`config.mk`:
```
export PLATFORM = sky130hd
export DESIGN_NAME = cpu_control
export DESIGN_NICKNAME = d
export VERILOG_FILES = /design/src/rtl/cpu_pkg.sv /design/src/rtl/cpu_decode.sv /design/src/rtl/cpu_control.sv
export SDC_FILE = /design/constraint.sdc
export NUM_CORES = 1
export LEC_CHECK = 0
export BUFFER_PORTS_ARGS = -buffer_cell sky130_fd_sc_hd__buf_2
export CAP_MARGIN = 20
export CORE_MARGIN = 3
export CORE_UTILIZATION = 42
export CTS_CLUSTER_SIZE = 25
export DETAILED_ROUTE_END_ITERATION = 8
export PLACE_DENSITY_LB_ADDON = 0.12
export SLEW_MARGIN = 20
export SYNTH_ARGS = -nofsm -noshare
export SYNTH_HDL_FRONTEND = slang
export SYNTH_HIERARCHICAL = 1
export SYNTH_SLANG_ARGS = --single-unit
```
`constraint.sdc`:
```
create_clock -name clk -period 3.4 [get_ports clk]
set_input_delay 0.85 -clock clk [delete_from_list [all_inputs] [get_ports clk]]
set_output_delay 0.85 -clock clk [all_outputs]
set_load 0.005 [all_outputs]
```
`src/rtl/cpu_pkg.sv`:
```
// Shared definitions for the CPU control path: opcodes, FSM states and the
// alu_op encoding consumed by the datapath ALU.
package cpu_pkg;

  typedef enum logic [2:0] {
    S_IDLE   = 3'd0,
    S_FETCH  = 3'd1,
    S_DECODE = 3'd2,
    S_FETCH2 = 3'd3,
    S_EXEC   = 3'd4,
    S_HALT   = 3'd5
  } state_t;

  localparam logic [3:0] OP_NOP = 4'h0;
  localparam logic [3:0] OP_ADD = 4'h1;
  localparam logic [3:0] OP_SUB = 4'h2;
  localparam logic [3:0] OP_AND = 4'h3;
  localparam logic [3:0] OP_OR  = 4'h4;
  localparam logic [3:0] OP_MOV = 4'h5;
  localparam logic [3:0] OP_LDI = 4'h6;
  localparam logic [3:0] OP_JMP = 4'h7;
  localparam logic [3:0] OP_JZ  = 4'h8;
  localparam logic [3:0] OP_HLT = 4'hF;

  // ALU ops for ADD..OR equal opcode[2:0], so the decoder can pass them through.
  localparam logic [2:0] ALU_NOP  = 3'b000;
  localparam logic [2:0] ALU_ADD  = 3'b001;
  localparam logic [2:0] ALU_SUB  = 3'b010;
  localparam logic [2:0] ALU_AND  = 3'b011;
  localparam logic [2:0] ALU_OR   = 3'b100;
  localparam logic [2:0] ALU_PASS = 3'b101;

  function automatic logic is_two_byte(input logic [3:0] op);
    return (op == OP_LDI) || (op == OP_JMP) || (op == OP_JZ);
  endfunction

endpackage

```
`src/rtl/cpu_decode.sv`:
```
// Combinational strobe decode from the current FSM state and instruction register.
module cpu_decode
  import cpu_pkg::*;
(
  input  logic [7:0] ir,
  input  state_t     state,
  output logic [1:0] rd_a,
  output logic [1:0] rd_b,
  output logic [1:0] reg_waddr,
  output logic       reg_we,
  output logic       flag_we,
  output logic       wdata_sel,
  output logic [2:0] alu_op,
  output logic       busy,
  output logic       halted
);

  logic [3:0] op;
  logic       exec;

  assign op        = ir[7:4];
  assign exec      = (state == S_EXEC);
  assign rd_a      = ir[3:2];
  assign rd_b      = ir[1:0];
  assign reg_waddr = ir[3:2];
  assign busy      = (state != S_IDLE) && (state != S_HALT);
  assign halted    = (state == S_HALT);

  always_comb begin
    reg_we    = 1'b0;
    flag_we   = 1'b0;
    wdata_sel = 1'b0;
    alu_op    = ALU_NOP;
    case (op)
      OP_ADD, OP_SUB, OP_AND, OP_OR: begin
        alu_op  = op[2:0];
        reg_we  = exec;
        flag_we = exec;
      end
      OP_MOV: begin
        alu_op = ALU_PASS;
        reg_we = exec;
      end
      OP_LDI: begin
        wdata_sel = 1'b1;
        reg_we    = exec;
      end
      default: ;
    endcase
  end

endmodule

```
`src/rtl/cpu_control.sv`:
```
// Multi-cycle control FSM for a 4-bit-PC toy CPU; holds state, pc, ir and imm.
// Optional single-step mode: define CPU_CONTROL_STEP_EN to add the step input.
module cpu_control
  import cpu_pkg::*;
#(
  parameter logic [3:0] RESET_PC = 4'h0
) (
  input  logic       clk,
  input  logic       rst,
  input  logic       start,
`ifdef CPU_CONTROL_STEP_EN
  input  logic       step,
`endif
  input  logic [7:0] instr,
  input  logic       zero,
  output logic [3:0] imem_addr,
  output logic [1:0] rd_a,
  output logic [1:0] rd_b,
  output logic       reg_we,
  output logic [1:0] reg_waddr,
  output logic       wdata_sel,
  output logic [3:0] imm,
  output logic [2:0] alu_op,
  output logic       flag_we,
  output logic       busy,
  output logic       halted
);

  state_t     state_q, state_d;
  logic [3:0] pc_q, pc_d;
  logic [7:0] ir_q, ir_d;
  logic [3:0] imm_q, imm_d;
  logic       fetch_go;
  logic       dec_reg_we, dec_flag_we;

`ifdef CPU_CONTROL_STEP_EN
  assign fetch_go = step;
`else
  assign fetch_go = 1'b1;
`endif

  always_ff @(posedge clk) begin
    if (rst) begin
      state_q <= S_IDLE;
      pc_q    <= RESET_PC;
      ir_q    <= 8'h00;
      imm_q   <= 4'h0;
    end else begin
      state_q <= state_d;
      pc_q    <= pc_d;
      ir_q    <= ir_d;
      imm_q   <= imm_d;
    end
  end

  always_comb begin
    state_d = state_q;
    pc_d    = pc_q;
    ir_d    = ir_q;
    imm_d   = imm_q;
    case (state_q)
      S_IDLE:   if (start) state_d = S_FETCH;
      S_FETCH: if (fetch_go) begin
        ir_d    = instr;
        pc_d    = pc_q + 4'd1;
        state_d = S_DECODE;
      end
      S_DECODE: state_d = is_two_byte(ir_q[7:4]) ? S_FETCH2 : S_EXEC;
      S_FETCH2: begin
        imm_d   = instr[3:0];
        pc_d    = pc_q + 4'd1;
        state_d = S_EXEC;
      end
      S_EXEC: begin
        if (ir_q[7:4] == OP_JMP) pc_d = imm_q;
        if (ir_q[7:4] == OP_JZ && zero) pc_d = imm_q;
        state_d = (ir_q[7:4] == OP_HLT) ? S_HALT : S_FETCH;
      end
      S_HALT:   state_d = S_HALT;
      default:  state_d = S_IDLE;
    endcase
  end

  cpu_decode u_dec (
    .ir        (ir_q),
    .state     (state_q),
    .rd_a      (rd_a),
    .rd_b      (rd_b),
    .reg_waddr (reg_waddr),
    .reg_we    (dec_reg_we),
    .flag_we   (dec_flag_we),
    .wdata_sel (wdata_sel),
    .alu_op    (alu_op),
    .busy      (busy),
    .halted    (halted)
  );

  // A reset landing on EXEC must cancel that cycle's write, not just the next.
  assign reg_we    = dec_reg_we & ~rst;
  assign flag_we   = dec_flag_we & ~rst;
  assign imem_addr = pc_q;
  assign imm       = imm_q;

endmodule
```
==> reports/summary.txt <==
final core occ: 52.7%
slowest stage delay, CP: 0.43 ns
top cells by area, synth: dfxtp_1, mux2i_1, buf_4
hold endpoint: imm[2]
Worst R2R Setup Slack: 1.77 ns
Starting Density: 45.6%
critical path arrival: 1.55 ns
Yosys top cell by area: dfxtp_1
post-CTS sizing: 0
top-area cell type share of the netlist area: 36.3%
Final Critical Period: 2.40 ns
H-tree levels: 1
DR pass1 iterations: 4
Critical Path RT: 2.55 ns
Syn Nets: 131
Slew HR: 64.0%
vias in the first global route: 819
CTS tree: built
GP Congestion: 0.717
Slew Limit Fails: 0
syn avg cell area: 8.88 µm²
Num Clock Sinks: 19
Tot GR Track Use: 14.8%
worst setup margin: 0.999 ns
placed cell count: 169
Layout Area Growth over Synthesis: 15.5%
Post-Layout Cell Count: 173
reg2reg path depth: 4
outcome: complete, no violations
Critical-path top delay cell: dfxtp_1
Antenna Violating Nets Remaining: 0
post-CTS setup buffers: 0
Slew @ Worst Pin: 0.540 ns
Setup crit end kind: output pin
# diodes: 0
Placement Setup Slack: 1.15 ns
sequential element share of the synthesized area: 36.3%
reg-to-reg endpoint: imem_addr[3]
cells after synthesis: 118
Layout fillers: 242
hold buffer count at CTS: 0
I/O pin total: 34
first-pass GRT wire length: 3750 µm
vias: 924
hold path start: imm[2]
worst flop-to-flop path startpoint: ir_q[7]
RSZ-0062 raised after global routing: false
FP Rows: 17
final WL: 2160 µm
Port Buffers: 33
number of synthesized register bits: 19
Total Die Area: 3130 µm²
Congestion Overflow GR: 0
CTS Buf Count: 3
CP max FO: 11
design area: 1210 µm²
Synth cell types: 39
Startpoint Class: flop
Final Cycle Share: 70.6%
final setup TNS: 0 ns
worst hold path depth: 2
clk root buf: clkbuf_4
Ys Warns: 6
Leak: 0.501 nW
placed cell area: 1180 µm²
vias per cell: 5.34
Mapped Area: 1050 µm²
critical path type: reg -> out
Worst VDD drop: 295 µV
Final setup violation count: 0
share of layout cells above drive strength 1: 29.7%
Die Wd: 55.9 µm
Clk Latency, worst-skew pair: 0.30 ns
Die Height: 55.9 µm
DRC: 0
CORE AREA: 2300 µm²
Clock Skew: 0.00247 ns
Worst Hold Class: reg -> reg
CP Cell Sequence: or3_1, and3_1, nor2b_1, buf_2
HPWL after DPL: 1550 µm
P per Cell Area: 362 nW/µm²
drt wl/cell: 12.5 µm
Max Cap Viol: 0
# nets final: 159
fmax: 0.416 GHz
largest net degree at the start of global routing: 22
DRT iter0 DRCs: 23
clk buf depth: 2
initial antenna violation count: 0
Final Hold Viols: 0
clk slew on worst S/H paths: 0.11 ns
[layout by cell type, fill, tap and decap left out, drive strengths merged, types with 4 or more instances in the layout]
| cell type | count |
|---|---|
| dfxtp | 19 |
| o21ai | 4 |
| nand3 | 6 |
| nand2 | 6 |
| mux2i | 8 |
| nor3 | 4 |
| buf | 33 |
| clkbuf | 4 |
| nor2b | 4 |
| a21oi | 6 |
| nor2 | 14 |
[cell type report]
type                    instances  area, µm²  share of cell area, %
inverters                       3       11.3                  0.931
well taps                      28       35.0                   2.90
repair buffers                 33        165                   13.7
clock buffers                   4       26.3                   2.17
flip-flops and latches         19        380                   31.4
multi-input cells              86        592                   48.9
[where the power goes]
| part | switching (mW) | internal (mW) |
|---|---|---|
| Sequential | 0.0196 | 0.233 |
| Combinational | 0.0340 | 0.0358 |
| Clock | 0.0691 | 0.0457 |
[metal layers]
layer | routed length [µm] | global-route usage, % | vias to the layer above | share of wire [%]
li1 | - | - | 475 | -
met4 | 40 | 8.14 | 0 | 1.9
met3 | 143 | 2.55 | 4 | 6.6
met5 | 0 | 0 | - | 0
met1 | 1030 | 20.2 | 415 | 48
met2 | 940 | 22.0 | 30 | 44
[metrics by stage]
step                      total power [mW]  hold WS, ns
after global placement               0.326        0.469
final                                0.438        0.485
after detailed placement             0.328        0.470
after global routing                 0.464        0.519
after CTS                            0.444        0.487
after floorplan                      0.307        0.462
[synthesized netlist by cell type (all sizes together)]
library cell	instances
o21bai	2
or2	1
xor2	1
xnor2	1
a311o	1
nor2b	4
nor3	4
o21ai	4
a22oi	1
and3b	2
nand2	6
and3	2
a21boi	1
nand3	6
nor4	1
clkbuf	3
a211oi	3
nor3b	3
nand4	1
nand3b	1
buf	7
mux2	1
ha	1
nor4bb	1
or3	1
a21oi	6
o31ai	1
nand2b	3
nor4b	2
nor2	14
mux2i	8
dfxtp	19
a311oi	2
a221oi	1
inv	3
[how the worst max path moves through the flow]
stage	startpoint	endpoint	slack (ns)	depth (start not counted)
CTS	ir_q[5]	flag_we	0.98	4
finish	ir_q[5]	flag_we	1.0	4
global placement	rst	flag_we	1.16	3
floorplan	rst	flag_we	1.36	2
detailed placement	rst	reg_we	1.15	3
global route	state_q[2]	flag_we	0.82	4
[critical path: cells and delay by family (launching register included)]
kind / cells / cell delay (ns)
buffers and inverters: 1 / 0.14
flip-flops: 1 / 0.43
AND/OR/NAND/NOR: 3 / 0.68
[registers in the layout, indices dropped and copies added (netlist names)]
register / flops
state_q: 3
ir_q: 8
imem_addr: 4
imm: 4
[kinds of logic after synthesis]
logic type      Yosys count  share of synthesized area (%)
simple gates             52                           29.9
fa+ha+maj                 1                           1.19
buf+inv                  13                           7.17
flops                    19                           36.3
compound gates           22                           15.1
xor+xnor                  2                           1.67
mux                       9                           8.72
(Power assumes the default switching activity.)
